==> src/rtl/muldiv_pkg.sv <==
// muldiv_pkg: shared definitions for the EX-stage multiply/divide unit.
//   OP_*       2-bit operation encodings driven on muldiv_unit.op
//   state_t    controller states (IDLE, RUN, FIX)
//   is_signed  op selects a signed mode (MULT/DIV)
//   is_div     op selects a divide (DIVU/DIV)
package muldiv_pkg;

  localparam logic [1:0] OP_MULTU = 2'b00;
  localparam logic [1:0] OP_MULT  = 2'b01;
  localparam logic [1:0] OP_DIVU  = 2'b10;
  localparam logic [1:0] OP_DIV   = 2'b11;

  typedef enum logic [1:0] {
    IDLE = 2'd0,
    RUN  = 2'd1,
    FIX  = 2'd2
  } state_t;

  function automatic logic is_signed(input logic [1:0] op);
    return op[0];
  endfunction

  function automatic logic is_div(input logic [1:0] op);
    return op[1];
  endfunction

endpackage

==> src/rtl/muldiv_sign_fix.sv <==
// muldiv_sign_fix: combinational correction of the unsigned magnitude result
// into the architectural HI/LO values.
//   acc      in  2*WIDTH  final accumulator: product, or {remainder, quotient}
//   div_op   in  1        result comes from a divide
//   neg_res  in  1        negate product / quotient
//   neg_rem  in  1        negate remainder (dividend was negative)
//   dz       in  1        divisor was zero: quotient forced to all ones
//   res_hi   out WIDTH    value to load into HI
//   res_lo   out WIDTH    value to load into LO
module muldiv_sign_fix #(
  parameter int WIDTH = 32
) (
  input  logic [2*WIDTH-1:0] acc,
  input  logic               div_op,
  input  logic               neg_res,
  input  logic               neg_rem,
  input  logic               dz,
  output logic [WIDTH-1:0]   res_hi,
  output logic [WIDTH-1:0]   res_lo
);

  logic [2*WIDTH-1:0] prod;
  logic [WIDTH-1:0]   quo;
  logic [WIDTH-1:0]   rem;

  always_comb begin
    prod = neg_res ? -acc : acc;
    quo  = neg_res ? -acc[WIDTH-1:0] : acc[WIDTH-1:0];
    rem  = neg_rem ? -acc[2*WIDTH-1:WIDTH] : acc[2*WIDTH-1:WIDTH];
    if (div_op) begin
      res_hi = rem;
      // A zero divisor yields an all-ones quotient magnitude; pin it so the
      // signed sign rule cannot turn it into something else.
      res_lo = dz ? '1 : quo;
    end else begin
      res_hi = prod[2*WIDTH-1:WIDTH];
      res_lo = prod[WIDTH-1:0];
    end
  end

endmodule

==> src/rtl/muldiv_unit.sv <==
// muldiv_unit: iterative multiply/divide unit with architectural HI/LO.
// One shift-add (multiply) or restoring trial subtract (divide) per cycle,
// WIDTH cycles in RUN, one FIX cycle for sign correction, result written on
// the FIX->IDLE edge.
//   clk, rst        clock, synchronous active-high reset
//   start, op       launch MULTU/MULT/DIVU/DIV (taken only when idle)
//   src_a, src_b    multiplicand/dividend, multiplier/divisor
//   flush           abort in-flight op, cancels a same-cycle start
//   hi_we, lo_we    MTHI/MTLO enables (honoured only when idle), data wdata
//   busy            op in flight
//   done, div_zero  one-cycle completion pulse and divide-by-zero flag
//   hi, lo          HI/LO registers
module muldiv_unit
  import muldiv_pkg::*;
#(
  parameter int WIDTH = 32
) (
  input  logic             clk,
  input  logic             rst,
  input  logic             start,
  input  logic [1:0]       op,
  input  logic [WIDTH-1:0] src_a,
  input  logic [WIDTH-1:0] src_b,
  input  logic             flush,
  input  logic             hi_we,
  input  logic             lo_we,
  input  logic [WIDTH-1:0] wdata,
  output logic             busy,
  output logic             done,
  output logic             div_zero,
  output logic [WIDTH-1:0] hi,
  output logic [WIDTH-1:0] lo
);

  localparam int               CNT_W = $clog2(WIDTH) + 1;
  localparam logic [CNT_W-1:0] LAST  = CNT_W'(WIDTH - 1);

  state_t             state;
  logic [CNT_W-1:0]   cnt;
  logic [2*WIDTH-1:0] acc;     // {partial product hi, multiplier} or {remainder, dividend/quotient}
  logic [WIDTH-1:0]   opnd_b;  // multiplicand or divisor magnitude
  logic               div_op;
  logic               neg_res;
  logic               neg_rem;
  logic               dz;

  logic               sg;
  logic [WIDTH-1:0]   mag_a;
  logic [WIDTH-1:0]   mag_b;

  assign sg    = is_signed(op);
  assign mag_a = (sg && src_a[WIDTH-1]) ? -src_a : src_a;
  assign mag_b = (sg && src_b[WIDTH-1]) ? -src_b : src_b;
  assign busy  = (state != IDLE);

  // One iteration step. The extra top bit carries the add-out on multiply
  // and the borrow of the trial subtract on divide.
  logic [WIDTH:0]     add_sum;
  logic [WIDTH:0]     rem_sh;
  logic [WIDTH:0]     diff;
  logic [2*WIDTH-1:0] acc_nxt;

  always_comb begin
    add_sum = {1'b0, acc[2*WIDTH-1:WIDTH]} + {1'b0, (acc[0] ? opnd_b : '0)};
    rem_sh  = {acc[2*WIDTH-1:WIDTH], acc[WIDTH-1]};
    diff    = rem_sh - {1'b0, opnd_b};
    if (!div_op)
      acc_nxt = {add_sum, acc[WIDTH-1:1]};
    else if (!diff[WIDTH])
      acc_nxt = {diff[WIDTH-1:0], acc[WIDTH-2:0], 1'b1};
    else
      acc_nxt = {rem_sh[WIDTH-1:0], acc[WIDTH-2:0], 1'b0};
  end

  logic [WIDTH-1:0] fix_hi;
  logic [WIDTH-1:0] fix_lo;

  muldiv_sign_fix #(.WIDTH(WIDTH)) u_fix (
    .acc     (acc),
    .div_op  (div_op),
    .neg_res (neg_res),
    .neg_rem (neg_rem),
    .dz      (dz),
    .res_hi  (fix_hi),
    .res_lo  (fix_lo)
  );

  always_ff @(posedge clk) begin
    if (rst) begin
      state    <= IDLE;
      cnt      <= '0;
      acc      <= '0;
      opnd_b   <= '0;
      div_op   <= 1'b0;
      neg_res  <= 1'b0;
      neg_rem  <= 1'b0;
      dz       <= 1'b0;
      done     <= 1'b0;
      div_zero <= 1'b0;
      hi       <= '0;
      lo       <= '0;
    end else begin
      done     <= 1'b0;
      div_zero <= 1'b0;
      if (flush) begin
        state <= IDLE;
      end else begin
        case (state)
          IDLE: if (start) begin
            state   <= RUN;
            cnt     <= '0;
            acc     <= {{WIDTH{1'b0}}, mag_a};
            opnd_b  <= mag_b;
            div_op  <= is_div(op);
            neg_res <= sg & (src_a[WIDTH-1] ^ src_b[WIDTH-1]);
            neg_rem <= sg & src_a[WIDTH-1];
            dz      <= is_div(op) && (src_b == '0);
          end
          RUN: begin
            acc <= acc_nxt;
            cnt <= cnt + 1'b1;
            if (cnt == LAST) state <= FIX;
          end
          FIX: begin
            state    <= IDLE;
            hi       <= fix_hi;
            lo       <= fix_lo;
            done     <= 1'b1;
            div_zero <= dz;
          end
          default: state <= IDLE;
        endcase
      end
      // MTHI/MTLO only land while idle; FIX never coincides with IDLE, so
      // a same-cycle start simply gets overwritten later by its result.
      if (state == IDLE) begin
        if (hi_we) hi <= wdata;
        if (lo_we) lo <= wdata;
      end
    end
  end

endmodule

==> config.mk <==
export PLATFORM = sky130hd
export DESIGN_NAME = muldiv_unit
export DESIGN_NICKNAME = d
export VERILOG_FILES = /design/src/rtl/muldiv_pkg.sv /design/src/rtl/muldiv_sign_fix.sv /design/src/rtl/muldiv_unit.sv
export SDC_FILE = /design/constraint.sdc
export NUM_CORES = 1
export LEC_CHECK = 0
export BUFFER_PORTS_ARGS = -buffer_cell sky130_fd_sc_hd__buf_2
export CELL_PAD_IN_SITES_DETAIL_PLACEMENT = 0
export CELL_PAD_IN_SITES_GLOBAL_PLACEMENT = 1
export CORE_ASPECT_RATIO = 0.7
export CORE_MARGIN = 2
export CORE_UTILIZATION = 43
export DETAILED_ROUTE_END_ITERATION = 10
export GPL_ROUTABILITY_DRIVEN = 0
export PLACE_DENSITY_LB_ADDON = 0.1
export SYNTH_ARGS = -nofsm -noshare
export SYNTH_HDL_FRONTEND = slang
export SYNTH_SLANG_ARGS = --single-unit
export TNS_END_PERCENT = 20
==> constraint.sdc <==
create_clock -name clk -period 3.7 [get_ports clk]
set_input_delay 0.37 -clock clk [delete_from_list [all_inputs] [get_ports clk]]
set_output_delay 0.37 -clock clk [all_outputs]
set_load 0.005 [all_outputs]
* After elaboration in Yosys (flattened, before gate mapping)
Cells that the tools add are included.
Word-level totals: bits in registers 174, input bits 104, output and inout bits 67, logic and storage cells 69
Operators by class: add/sub/neg operators 8, equal/unequal tests 5, multiplexer cells 27, bitwise operators 5, reduce and logical (&&, ||, !) cells 12
Operators by type and width (count):
- 32-bit 2-to-1 mux | 16
- 64-bit 2-to-1 mux | 4
- 32-bit negation | 4
- 64-bit case mux with 2 select lines | 1
- 64-bit negation | 1
- 32-bit by 32-bit adder with 33-bit output | 1
- 33-bit by 32-bit subtractor with 33-bit output | 1
- 32-bit zero test | 1
- 6-bit case mux with 2 select lines | 1
- 6-bit by 1-bit adder with 6-bit output (second input constant) | 1
- 6-bit by 5-bit == test with 1-bit output (second input constant) | 1
- 6-bit 2-to-1 mux | 1
- 3-bit AND reduction | 2
- 2-bit 2-to-1 mux | 2
- 2-bit != test (second input constant) | 2
- 2-bit case mux with 2 select lines | 1
- 2-bit nonzero test | 2
- 1-bit logical AND | 3
- 3-bit OR reduction | 1
- 1-bit AND | 2
- 2-bit by 1-bit == test with 1-bit output (second input constant) | 1
- 2-bit == test (second input constant) | 1
- 2-bit zero test | 1
- 1-bit inverter | 2
- 4 further kinds | 4

* Depth between registers and ports, before layout
Gate-level depths: netlist of the first run.
word-level depth 8, mapped depth 14, gate-level depth less buffers 13

* By module
From an unflattened synthesis of the first run, not the netlist that was laid out.
Second synthesis, totals: cell total of the unflattened synthesis 1930, area, all modules 14595.2 um^2
Modules (own cells, without submodules):
- muldiv_unit | instances 1, cells each 1621, area an instance 12707.2 um^2, sequential area each 3483.3 um^2
- muldiv_sign_fix | instances 1, cells each 309, area an instance 1888.1 um^2, sequential area each 0.0 um^2

* Worst setup path before layout of the first run
Ideal clock, no wire load.
kind reg2reg, start register acc[31], end register acc[49], setup time 0.122 ns, arrival time 3.033 ns, data required time 3.578 ns, setup slack 0.545 ns, cell stages (with the launch flop) 14, buffers on the path 1, period minus slack after synthesis 3.155 ns, path through dfxtp_1 > inv_1 > ha_1 > fa_1 > nand2b_1 > a21oi_1 > o211ai_1 > a211oi_2 > a211oi_2 > xnor2_2 > buf_4 > mux2i_1 > nor2_1 > a221o_1
On the way: longest elaborated chain between the ends 4
Ends and longest elaborated chain:
- start, declared | RTL line muldiv_unit.sv:40 | logic [2*WIDTH-1:0] acc;
- start signal, assigned | RTL line muldiv_unit.sv:112 | acc <= {{WIDTH{1'b0}}, mag_a};
- start signal, assigned | RTL line muldiv_unit.sv:120 | acc <= acc_nxt;
- 33-bit by 32-bit subtractor with 33-bit output | RTL line muldiv_unit.sv:66 | diff = rem_sh - {1'b0, opnd_b};
- 64-bit 2-to-1 mux | RTL line muldiv_unit.sv:69 | else if (!diff[WIDTH])
- 64-bit 2-to-1 mux | RTL line muldiv_unit.sv:67 | if (!div_op)
- 64-bit case mux with 2 select lines | RTL line muldiv_unit.sv:108 | case (state)
Every way passes these cells. A chain may end at the register's enable or synchronous reset.

* Worst setup path after layout of the first run
start register acc[31], end register acc[62]
The elaborated chain is that of the path after synthesis.

==> results of run 1 <==
[timing repair]
action / in CTS / in global routing
setup endpoints to repair: 0 / 3
buffers inserted: 0 / 0
resized for setup: 0 / 2
[stage by stage]
| step | area, um^2 | worst slack [ns] |
|---|---|---|
| floorplan | 14390 | 0.5448 |
| global placement | 15960 | 0.2835 |
| detailed placement | 15960 | 0.2288 |
| CTS | 16580 | 0.2090 |
| global route | 16580 | -0.01722 |
| finish | 16580 | 0.1713 |
[logic make-up after synthesis]
| kind of cell | count (synthesis) | share of synthesized area |
|---|---|---|
| buf+inv | 192 | 0.05235 |
| flops | 174 | 0.2421 |
| fa+ha+maj | 71 | 0.06278 |
| mux | 52 | 0.03643 |
| simple gates | 654 | 0.2174 |
| compound gates | 631 | 0.2898 |
| xor+xnor | 162 | 0.09913 |
[layout make-up]
cell class / instances / area, um^2
clock inverters: 14 / 180.2
well taps: 435 / 544.3
repair buffers: 254 / 1521
inverters: 59 / 221.5
clock buffers: 18 / 439.2
flip-flops and latches: 174 / 3486
fillers: 3409 / 16630
multi-input cells: 1570 / 10190
[worst register-to-register path: stages (launching register included)]
cell      delay [ns]
dfxtp_1         0.41
inv_1           0.11
ha_1            0.25
fa_1            0.41
nand2b_1        0.19
a21oi_1         0.27
o211ai_1        0.24
a211oi_2        0.30
buf_4           0.18
a21oi_1         0.14
o211ai_1        0.35
mux2i_1         0.23
a311oi_1        0.11
a22o_1          0.24
[flip-flops by register name (all words and copies together) (netlist names), 2 cells and up]
name,cells
hi,32
cnt,6
state,2
opnd_b,32
acc,64
lo,32
[per-layer routing]
layer,up-vias,track usage,share of wire
met2,699,0.4000,0.38
met3,49,0.06272,0.094
met5,-,0,0.00024
li1,7340,-,-
met1,7270,0.4860,0.51
met4,2,0.05241,0.012
[final timing paths]
kind                            depth (start not counted)               startpoint                       to
worst min-delay path                                    3                wdata[27]        hi[27]$_SDFF_PP0_
worst min register to register                          2  opnd_b[19]$_SDFFE_PP0P_  opnd_b[19]$_SDFFE_PP0P_
worst max register to register                         13     acc[31]$_SDFFE_PP0P_     acc[62]$_SDFFE_PP0P_
worst max-delay path                                   13     acc[31]$_SDFFE_PP0P_     acc[62]$_SDFFE_PP0P_
[placed cells by master (no fill, tap or decap), types with 9 or more instances in the layout]
cell type and instances:
a211oi_1 79, a21o_1 32, a21oi_1 191, a22oi_1 16, a311oi_1 16, a31oi_1 20
and2_1 16, and3_1 20, buf_2 169, buf_4 82, clkbuf_16 17, dfxtp_1 172
ha_1 69, inv_1 59, mux2i_1 49, nand2_1 180, nand2b_1 18, nand3_1 31
nand4_1 15, nor2_1 239, nor2b_1 18, nor3_1 25, nor3b_1 10, nor4_1 15
o211ai_1 14, o21a_1 9, o21ai_0 107, o221ai_1 34, o31ai_1 24, o41ai_1 10
or2_2 10, or3_1 14, or4_1 11, xnor2_1 93, xor2_1 68
[power groups by stage]
stage	clock network (W)	logic (W)	registers, W
final	0.00199	0.00140	0.00208
after global routing	0.00208	0.00152	0.00210
after CTS	0.00201	0.00137	0.00208
after detailed placement	0	0.00136	0.00212
after global placement	0	0.00135	0.00212
after floorplan	0	0.000911	0.00208
==> summary.md, run 1 <==
| Metric | Value |
|---|---|
| Data arrival time of the critical path | `3.88 ns` |
| FP Rows | `56` |
| Rel. slew slack | `0.3732` |
| Syn_nets | `2111` |
| Critical Path RT | `4.05 ns` |
| Largest net degree at the start of global routing | `77` |
| Num CTS Buffers | `17` |
| Startpoint Class | `flip-flop` |
| Buffers and inverters on the worst path | `2` |
| CTS hold repair buffers | `0` |
| Via/cell ratio | `6.086` |
| Setup TNS | `0 ns` |
| Routed vias | `15360` |
| Placed Cells | `2492` |
| All-Layer GR Usage | `0.3015` |
| Maxcap violations | `0` |
| Synth area leaders | `dfxtp_1 (24%), a21oi_1 (6.6%), nor2_1 (6.3%)` |
| Worst-Margin Slew | `0.9368 ns` |
| CP max stage delay | `0.41 ns` |
| # setup viols final | `0` |
| Vias in the first global route | `13490` |
| Detailed placement HPWL | `41800 um` |
| Crit-path max FO | `5` |
| Commonest cells post-synth | `nor2_1 (241), a21oi_1 (191), nand2_1 (180)` |
| Comb power frac | `0.255` |
| Die Y | `157.0 um` |
| Internal | `0.003596 W` |
| Post-synth ARST share | `0` |
| Synth Cell Area | `0.01439 mm^2` |
| Syn Inst Count | `1936` |
| P_leak | `6.993 nW` |
| Slowest CP cell | `dfxtp_1` |
| Sw frac | `0.3426` |
| Die X | `222.6 um` |
| # H-tree levels | `4` |
| IO Port Bufs | `170` |
| Minimum clock period | `3.529 ns` |
| Crit path max-delay family | `compound AO/OA/AOI/OAI gates` |
| Seq/Total Area, Yosys | `0.2421` |
| Power, Total | `0.005471 W` |
| Psw | `0.001874 W` |
| Post-synth EDFFs | `0` |
| Clk buf depth | `2` |
| Post-Route WL | `54210 um` |
| Die footprint | `0.03496 mm^2` |
| Final instance count without filler cells | `2524` |
| Worst-path cell chain | `inv_1 > ha_1 > fa_1 > nand2b_1 > a21oi_1 > o211ai_1 > a211oi_2 > buf_4 > a21oi_1 > o211ai_1 > mux2i_1 > a311oi_1 > a22o_1` |
| Clock Pin Slew Worst Setup and Hold Paths | `0.07 ns` |
| Power Density | `329.9 mW/mm^2` |
| Highest clock rate | `283.4 MHz` |
| Boundary pin count | `171` |
| First-pass GRT wire length | `81710 um` |
| Initial antenna violation count | `1` |
| Cell taking the most area after synthesis | `dfxtp_1` |
| Avg Inst Size Synth | `7.432 um^2` |
| Synth warn | `0` |
| Sequential Power Share | `0.381` |
| Core Area | `0.03321 mm^2` |
| Distinct cells, synth | `88` |
| First DRT Iteration DRCs | `1645` |
| CP endpoint kind | `flip-flop` |
| Critical path class | `reg -> reg` |
| Clock share of power | `0.364` |
| FF-to-FF setup slack | `0.17 ns` |
| Post-DRT Antenna Nets | `0` |
| Status | `finished, final reports clean` |
| RSZ-0062 raised after global routing | `true` |
| Skew-Pair Late Insertion Delay | `0.46 ns` |
| WL per Instance | `21.48 um` |
| TritonCTS clock tree | `built` |
| Remaining routing DRC violations | `0` |
| Grt total ovfl | `0` |
| Hold crit path type | `in -> reg` |
| Top-count cell post-synth | `nor2_1` |
| Starting Density | `0.4332` |
| Worst vdd ir | `0.3523 mV` |
| Yosys top cell area share | `0.2421` |
| Area Growth Syn to Fin | `15.23%` |
| Root Driver | `clkbuf_16` |
| Fin. Hold Viols | `0` |
| Final Max Slew Viols | `0` |
| Iteration count of the initial detailed-routing pass | `6` |
| Layout cells sized above 1 | `0.1632` |
| Flops & latches, synth | `174` |
| Ys flop type | `dfxtp_1` |
| Worst Skew | `0.009164 ns` |
| Nets | `2251` |
| Num Clock Sinks | `174` |
| Worst hold slack | `0.1561 ns` |
| Final core utilization | `0.4992` |
| # diodes | `0` |
| Fin crit share | `0.9537` |
No activity file was read; power rests on OpenSTA's default activity.
==> run 2: changes to the inputs <==
--- a/config.mk
+++ b/config.mk
@@ -5,16 +5,18 @@
 export SDC_FILE = /design/constraint.sdc
 export NUM_CORES = 1
 export LEC_CHECK = 0
+export ABC_CLOCK_PERIOD_IN_PS = 3700
 export BUFFER_PORTS_ARGS = -buffer_cell sky130_fd_sc_hd__buf_2
 export CELL_PAD_IN_SITES_DETAIL_PLACEMENT = 0
 export CELL_PAD_IN_SITES_GLOBAL_PLACEMENT = 1
 export CORE_ASPECT_RATIO = 0.7
 export CORE_MARGIN = 2
-export CORE_UTILIZATION = 43
+export CORE_UTILIZATION = 44
 export DETAILED_ROUTE_END_ITERATION = 10
 export GPL_ROUTABILITY_DRIVEN = 0
 export PLACE_DENSITY_LB_ADDON = 0.1
 export SYNTH_ARGS = -nofsm -noshare
 export SYNTH_HDL_FRONTEND = slang
+export SYNTH_HIERARCHICAL = 1
 export SYNTH_SLANG_ARGS = --single-unit
 export TNS_END_PERCENT = 20
==> run 2 against run 1 <==
Net effect:
- the flow now finishes with violations (DRC)
- hold slack better by 0.025 ns
- critical path depth down 1
- final cell count up 0.36%
- core utilization up 2.2 points
- global-route usage up 1.2 points
- critical path type unchanged
==> summary.md, run 2 <==
| Metric | Value |
|---|---|
| Post-CTS setup buffers | `0 (unchanged)` |
| Area Growth Syn to Fin | `15.90% (was 15.23%)` |
| Sw frac | `0.3255 (was 0.3426)` |
| P_leak | `7.240 nW (was 6.993 nW)` |
| Syn_nets | `2105 (was 2111)` |
| Fin. Hold Viols | `0 (unchanged)` |
| Internal | `0.003681 W (was 0.003596 W)` |
| Initial antenna violation count | `1 (unchanged)` |
| Top-count cell post-synth | `nor2_1 (unchanged)` |
| Minimum clock period | `3.509 ns (was 3.529 ns)` |
| CTS hold repair buffers | `0 (unchanged)` |
| Xor and xnor area share after synthesis | `0.09781 (was 0.09913)` |
| Avg Inst Size Synth | `7.562 um^2 (was 7.432 um^2)` |
| Failing checks | `DRC` |
| Clock share of power | `0.377 (was 0.364)` |
| Worst Skew | `0.01031 ns (was 0.009164 ns)` |
| Cell taking the most area after synthesis | `dfxtp_1 (unchanged)` |
| Fin crit share | `0.9485 (was 0.9537)` |
| # diodes | `0 (unchanged)` |
| TritonCTS clock tree | `built (unchanged)` |
| Die X | `221.7 um (was 222.6 um)` |
| Largest family of logic cells by synthesized area | `compound AO/OA/AOI/OAI gates (unchanged)` |
| Skew-Pair Late Insertion Delay | `0.46 ns (about the same)` |
| Maxcap violations | `0 (unchanged)` |
| Status | `finished, violations left (was finished, final reports clean)` |
| Vias in the first global route | `13790 (was 13490)` |
| Flops & latches, synth | `174 (unchanged)` |
| Detailed placement HPWL | `42790 um (was 41800 um)` |
| Final core utilization | `0.5208 (was 0.4992)` |
| Worst-Margin Slew | `1.079 ns (was 0.9368 ns)` |
| Comb power frac | `0.241 (was 0.255)` |
| # setup viols final | `0 (unchanged)` |
| Die Y | `156.4 um (was 157.0 um)` |
| Post-Synth Adder-Cell Area | `0.06189 (was 0.06278)` |
| Post-Route WL | `55380 um (was 54210 um)` |
| Synth warn | `6 (was 0)` |
| Num Clock Sinks | `174 (unchanged)` |
| Max reg flops | `64 (unchanged)` |
| Commonest non-fill, non-tap cells in the layout | `nor2_1 (219), dfxtp_1 (172), buf_2 (169), nand2_1 (152), a211oi_1 (146) (was nor2_1 (239), a21oi_1 (191), nand2_1 (180), dfxtp_1 (172), buf_2 (169))` |
| Sequential Power Share | `0.382 (was 0.381)` |
| Synth Cell Area | `0.01460 mm^2 (was 0.01439 mm^2)` |
| Num CTS Buffers | `17 (unchanged)` |
| Largest net degree at the start of global routing | `85 (was 77)` |
| Crit-path max FO | `21 (was 5)` |
| Synth Area in Compound Gates | `0.2644 (was 0.2898)` |
| Layout cells sized above 1 | `0.1543 (was 0.1632)` |
| Commonest cells post-synth | `nor2_1 (219), dfxtp_1 (174), nand2_1 (154) (was nor2_1 (241), a21oi_1 (191), nand2_1 (180))` |
| All-Layer GR Usage | `0.3140 (was 0.3015)` |
| Critical Path RT | `4.05 ns (about the same)` |
| Die footprint | `0.03467 mm^2 (was 0.03496 mm^2)` |
| # H-tree levels | `4 (unchanged)` |
| Worst hold slack | `0.1806 ns (was 0.1561 ns)` |
| FP Rows | `55 (was 56)` |
| Startpoint Class | `flip-flop (unchanged)` |
| Simple-gate portion of the synthesized area | `0.2273 (was 0.2174)` |
| Core Area | `0.03248 mm^2 (was 0.03321 mm^2)` |
| Routed vias | `15340 (was 15360)` |
| Power Density | `322.6 mW/mm^2 (was 329.9 mW/mm^2)` |
| Distinct cells, synth | `76 (was 88)` |
| Synth area leaders | `dfxtp_1 (24%), a211oi_1 (7.5%), mux2i_1 (6.2%) (was dfxtp_1 (24%), a21oi_1 (6.6%), nor2_1 (6.3%))` |
| Nets | `2269 (was 2251)` |
| Final Max Slew Viols | `0 (unchanged)` |
| Rel. slew slack | `0.2808 (was 0.3732)` |
| RSZ-0062 raised after global routing | `true (unchanged)` |
| Data arrival time of the critical path | `3.86 ns (was 3.88 ns)` |
| First DRT Iteration DRCs | `1704 (was 1645)` |
| Syn Inst Count | `1930 (was 1936)` |
| Ys flop type | `dfxtp_1 (unchanged)` |
| Post-cts sizing count | `0 (unchanged)` |
| Commonest non-fill, non-tap cell in the layout | `nor2_1 (unchanged)` |
| Seq/Total Area, Yosys | `0.2387 (was 0.2421)` |
| Worst vdd ir | `0.2411 mV (was 0.3523 mV)` |
| IO Port Bufs | `170 (unchanged)` |
| Hold crit path type | `in -> reg (unchanged)` |
| WL per Instance | `21.86 um (was 21.48 um)` |
| Critical path class | `reg -> reg (unchanged)` |
| Most flop-heavy register | `acc (unchanged)` |
| Root Driver | `clkbuf_16 (unchanged)` |
| Clk buf depth | `2 (unchanged)` |
| Iteration count of the initial detailed-routing pass | `9 (was 6)` |
| Post-synth ARST share | `0 (unchanged)` |
| First-pass GRT wire length | `83770 um (was 81710 um)` |
| Grt total ovfl | `0 (unchanged)` |
| Remaining routing DRC violations | `7 (was 0)` |
| Boundary pin count | `171 (unchanged)` |
| Clock Pin Slew Worst Setup and Hold Paths | `0.07 ns (about the same)` |
| Via/cell ratio | `6.056 (was 6.086)` |
| Post-synthesis mux area share | `0.06172 (was 0.03643)` |
| CP endpoint kind | `flip-flop (unchanged)` |
| Yosys top cell area share | `0.2387 (was 0.2421)` |
| Highest clock rate | `285.0 MHz (was 283.4 MHz)` |
| Post-DRT Antenna Nets | `0 (unchanged)` |
| Post-synth EDFFs | `0 (unchanged)` |
| Starting Density | `0.4493 (was 0.4332)` |
| Psw | `0.001776 W (was 0.001874 W)` |
run 2: changes by cell type in the layout (fill, tap and decap cells not counted), sizes merged, moves of 14 or more:
cell	change
a211oi	+66
a21oi	-63
and2	+50
mux2i	+41
nand2	-26
nor2	-23
nor3	+14
o21ai	-17
o221ai	-33
or3	+18
xnor2	-17
xor2	+18
run 2: kinds of logic after synthesis:
logic type      Yosys count
compound gates          575
xor+xnor                163
fa+ha+maj                71
buf+inv                 178
flops                   174
mux                      90
simple gates            679
run 2: area by class of cell:
class | instances | area (um^2)
fillers | 3284 | 15560
multi-input cells | 1578 | 10450
flip-flops and latches | 174 | 3486
repair buffers | 259 | 1559
well taps | 427 | 534.3
clock buffers | 19 | 432.9
inverters | 64 | 240.2
clock inverters | 12 | 210.2
run 2: power groups by stage:
stage	Sequential [W]	Combinational, W	Clock [W]
3_5_place_dp	0.00212	0.00128	0
4_1_cts	0.00208	0.00128	0.00209
2_1_floorplan	0.00210	0.000780	0
5_1_grt	0.00210	0.00143	0.00217
3_3_place_gp	0.00212	0.00127	0
6_report	0.00208	0.00132	0.00206
run 2: worst paths after layout:
kind                           start                      end  slack (ns)  cells past startpoint
max           opnd_b[3]$_SDFFE_PP0P_     acc[49]$_SDFFE_PP0P_        0.19                     12
min                        src_b[31]          dz$_SDFFE_PP0P_        0.18                      2
max reg2reg   opnd_b[3]$_SDFFE_PP0P_     acc[49]$_SDFFE_PP0P_        0.19                     12
min reg2reg  opnd_b[31]$_SDFFE_PP0P_  opnd_b[31]$_SDFFE_PP0P_        0.50                      2
run 2: layer usage:
layer	share of wire	up-vias	track usage
li1	-	7398	-
met1	0.50	7200	0.4835
met2	0.38	703	0.4139
met3	0.11	40	0.1085
met4	0.0099	0	0.04955
met5	0	-	0
run 2: metrics by stage:
| step | instances | power [W] | cell area, um^2 | setup slack, ns | TNS (ns) |
|---|---|---|---|---|---|
| 2_1_floorplan | 1930 | 0.002879 | 14600 | 0.5051 | 0 |
| 3_3_place_gp | 2502 | 0.003389 | 16250 | 0.2960 | 0 |
| 3_5_place_dp | 2502 | 0.003398 | 16250 | 0.2201 | 0 |
| 4_1_cts | 2533 | 0.005451 | 16890 | 0.1882 | 0 |
| 5_1_grt | 2533 | 0.005690 | 16920 | -0.01281 | -0.01281 |
| 6_report | 2533 | 0.005458 | 16920 | 0.1906 | 0 |
run 2: worst max-delay path, cell delays in order, from the launching register on:
cell and delay [ns]:
dfxtp_1 0.42, inv_1 0.08, ha_1 0.36, o211ai_1 0.30, a21oi_2 0.12, o211ai_2 0.21, o31ai_2 0.17, o21a_1 0.24
or4_1 0.60, and2_1 0.25, buf_12 0.18, mux2i_1 0.13, a221o_1 0.33
==> run 3: changes to the inputs <==
--- a/config.mk
+++ b/config.mk
@@ -14,7 +14,7 @@
 export CORE_UTILIZATION = 44
 export DETAILED_ROUTE_END_ITERATION = 10
 export GPL_ROUTABILITY_DRIVEN = 0
-export PLACE_DENSITY_LB_ADDON = 0.1
+export PLACE_DENSITY = 0.85
 export SYNTH_ARGS = -nofsm -noshare
 export SYNTH_HDL_FRONTEND = slang
 export SYNTH_HIERARCHICAL = 1
==> run 3 against run 2 <==
Net effect:
- the run still ends with DRC left
- register-to-register slack about the same
- non-clock buffer count increased by 16
- cell area increased by 0.38%
- setup slack improved by 0.015 ns
- sequential power about the same
- wire length decreased by 1.8%
- critical path type unchanged
- via count increased by 1.9%
- sequential share of layout area decreased by 0.072 points
- die area unchanged
- clock skew increased by 0.0015 ns
==> summary.md, run 3 (synthesis gave the netlist of run 2 again) <==
| Metric | Value |
|---|---|
| Largest net degree at the start of global routing | `66 (was 85)` |
| Post-route cell area | `0.01698 mm^2 (was 0.01692 mm^2)` |
| Reg2Reg Depth | `12 (unchanged)` |
| Die footprint | `0.03467 mm^2 (unchanged)` |
| Grt total ovfl | `0 (unchanged)` |
| Highest clock rate | `286.2 MHz (was 285.0 MHz)` |
| Post-DRT Antenna Nets | `0 (unchanged)` |
| Post-CTS setup buffers | `0 (unchanged)` |
| Hold path start | `src_b[31] (unchanged)` |
| Minimum clock period | `3.495 ns (was 3.509 ns)` |
| P_leak | `7.318 nW (was 7.240 nW)` |
| Nets | `2285 (was 2269)` |
| Power Density | `316.9 mW/mm^2 (was 322.6 mW/mm^2)` |
| Status | `finished, violations left (unchanged)` |
| Worst Skew | `0.01180 ns (was 0.01031 ns)` |
| Worst-Margin Slew | `1.058 ns (was 1.079 ns)` |
| Critical path class | `reg -> reg (unchanged)` |
| Final Max Slew Viols | `0 (unchanged)` |
| # H-tree levels | `4 (unchanged)` |
| Data arrival time of the critical path | `3.85 ns (was 3.86 ns)` |
| Startpoint Class | `flip-flop (unchanged)` |
| Commonest non-fill, non-tap cells in the layout | `nor2_1 (219), dfxtp_1 (171), buf_2 (169), nand2_1 (152), a211oi_1 (146) (was nor2_1 (219), dfxtp_1 (172), buf_2 (169), nand2_1 (152), a211oi_1 (146))` |
| Reg-to-Reg Start | `opnd_b[5]$_SDFFE_PP0P_ (was opnd_b[3]$_SDFFE_PP0P_)` |
| Rel. slew slack | `0.2930 (was 0.2808)` |
| # diodes | `0 (unchanged)` |
| Cells on Worst Hold Path | `2 (unchanged)` |
| First DRT Iteration DRCs | `2117 (was 1704)` |
| IO Port Bufs | `170 (unchanged)` |
| Layout cells sized above 1 | `0.1606 (was 0.1543)` |
| Most flop-heavy register | `acc (unchanged)` |
| First-pass GRT wire length | `82450 um (was 83770 um)` |
| Starting Density | `0.4493 (unchanged)` |
| Placed Area | `0.01635 mm^2 (was 0.01625 mm^2)` |
| Commonest non-fill, non-tap cell in the layout | `nor2_1 (unchanged)` |
| # setup viols final | `0 (unchanged)` |
| Num Clock Sinks | `174 (unchanged)` |
| Area Growth Syn to Fin | `16.35% (was 15.90%)` |
| Post-Route WL | `54400 um (was 55380 um)` |
| CP endpoint kind | `flip-flop (unchanged)` |
| Die X | `221.7 um (unchanged)` |
| Fillers | `3197 (was 3284)` |
| Reg-to-reg endpoint | `acc[49]$_SDFFE_PP0P_ (unchanged)` |
| Skew-Pair Late Insertion Delay | `0.47 ns (was 0.46 ns)` |
| Worst vdd ir | `0.3165 mV (was 0.2411 mV)` |
| WL per Instance | `21.33 um (was 21.86 um)` |
| Die Y | `156.4 um (unchanged)` |
| Max reg flops | `64 (unchanged)` |
| Remaining routing DRC violations | `6 (was 7)` |
| Fin. Hold Viols | `0 (unchanged)` |
| Hold EP | `dz$_SDFFE_PP0P_ (unchanged)` |
| All-Layer GR Usage | `0.3062 (was 0.3140)` |
| Root Driver | `clkbuf_16 (unchanged)` |
| Setup TNS | `0 ns (unchanged)` |
| Boundary pin count | `171 (unchanged)` |
| Vias in the first global route | `14010 (was 13790)` |
| FF-to-FF setup slack | `0.21 ns (was 0.19 ns)` |
| Detailed placement HPWL | `42240 um (was 42790 um)` |
| Fin crit share | `0.9445 (was 0.9485)` |
| Maxcap violations | `0 (unchanged)` |
| Num CTS Buffers | `17 (unchanged)` |
| Initial antenna violation count | `1 (unchanged)` |
| TritonCTS clock tree | `built (unchanged)` |
| Routed vias | `15640 (was 15340)` |
| FP Rows | `55 (unchanged)` |
| Hold crit path type | `in -> reg (unchanged)` |
| Via/cell ratio | `6.131 (was 6.056)` |
| RSZ-0062 raised after global routing | `false (was true)` |
| Power, Total | `0.005382 W (was 0.005458 W)` |
| Iteration count of the initial detailed-routing pass | `11 (was 9)` |
| Failing checks | `DRC (unchanged)` |
| Clock Pin Slew Worst Setup and Hold Paths | `0.07 ns (about the same)` |
| Crit-path max FO | `20 (was 21)` |
| Clk buf depth | `2 (unchanged)` |
| Core Area | `0.03248 mm^2 (unchanged)` |
| Critical Path RT | `4.06 ns (was 4.05 ns)` |
## run 3: worst max-delay path by stage
stage,from,end,slack [ns],cells after the start
final,opnd_b[5]$_SDFFE_PP0P_,acc[49]$_SDFFE_PP0P_,0.21,12
after global routing,opnd_b[12]$_SDFFE_PP0P_,acc[62]$_SDFFE_PP0P_,0.04,12
after CTS,acc[0]$_SDFFE_PP0P_,acc[61]$_SDFFE_PP0P_,0.19,13
after detailed placement,acc[0]$_SDFFE_PP0P_,acc[61]$_SDFFE_PP0P_,0.22,13
after global placement,acc[0]$_SDFFE_PP0P_,acc[59]$_SDFFE_PP0P_,0.28,13
after floorplan,acc[36]$_SDFFE_PP0P_,acc[49]$_SDFFE_PP0P_,0.51,13
## run 3: what timing repair did
item | CTS | global route
hold buffers | 0 | 0
resized for setup | 0 | 3
endpoints found under the setup margin | 0 | 5
## run 3: routing by layer
| layer | share of wire | up-vias | track usage | wire (um) |
|---|---|---|---|---|
| met5 | 0 | - | 0 | 0 |
| met4 | 0.014 | 0 | 0.06017 | 765 |
| met3 | 0.13 | 69 | 0.1042 | 7059 |
| met2 | 0.37 | 816 | 0.4084 | 20390 |
| met1 | 0.48 | 7320 | 0.4649 | 26180 |
| li1 | - | 7430 | - | - |
## run 3: per-stage QoR
stage	cells	utilization	hold WS, ns	setup slack [ns]
floorplan	1930	-	0.4341	0.5051
global placement	2518	0.5035	0.4549	0.2824
detailed placement	2518	0.5035	0.4745	0.2179
CTS	2550	0.5226	0.1852	0.1885
global route	2550	0.5228	0.1984	0.03974
finish	2550	0.5228	0.1962	0.2054
## run 3: power by group
part / leakage (nW) / switching (W) / internal, W
logic: 5.59 / 0.000822 / 0.000502
registers: 1.43 / 0.000105 / 0.00198
clock network: 0.301 / 0.000880 / 0.00109
total: 7.32 / 0.00181 / 0.00358
## run 3: layout make-up
type                            instances  area (um^2)  area share
Tap cell                              427        534.3     0.03146
Sequential cell                       174         3487      0.2053
Timing Repair Buffer                  275         1667     0.09814
Clock inverter                         14        181.4     0.01068
Multi-Input combinational cell       1578        10430      0.6144
Clock buffer                           18        439.2     0.02586
Inverter                               64        240.2     0.01415
## run 3: critical path: stages (launching register included)
cell      delay [ns]
dfxtp_1         0.37
inv_1           0.06
ha_1            0.32
a21o_1          0.23
a211o_1         0.29
o211ai_2        0.15
o31ai_1         0.21
o21a_1          0.26
or4_1           0.60
and2_1          0.25
buf_12          0.18
mux2i_1         0.13
a221o_1         0.32
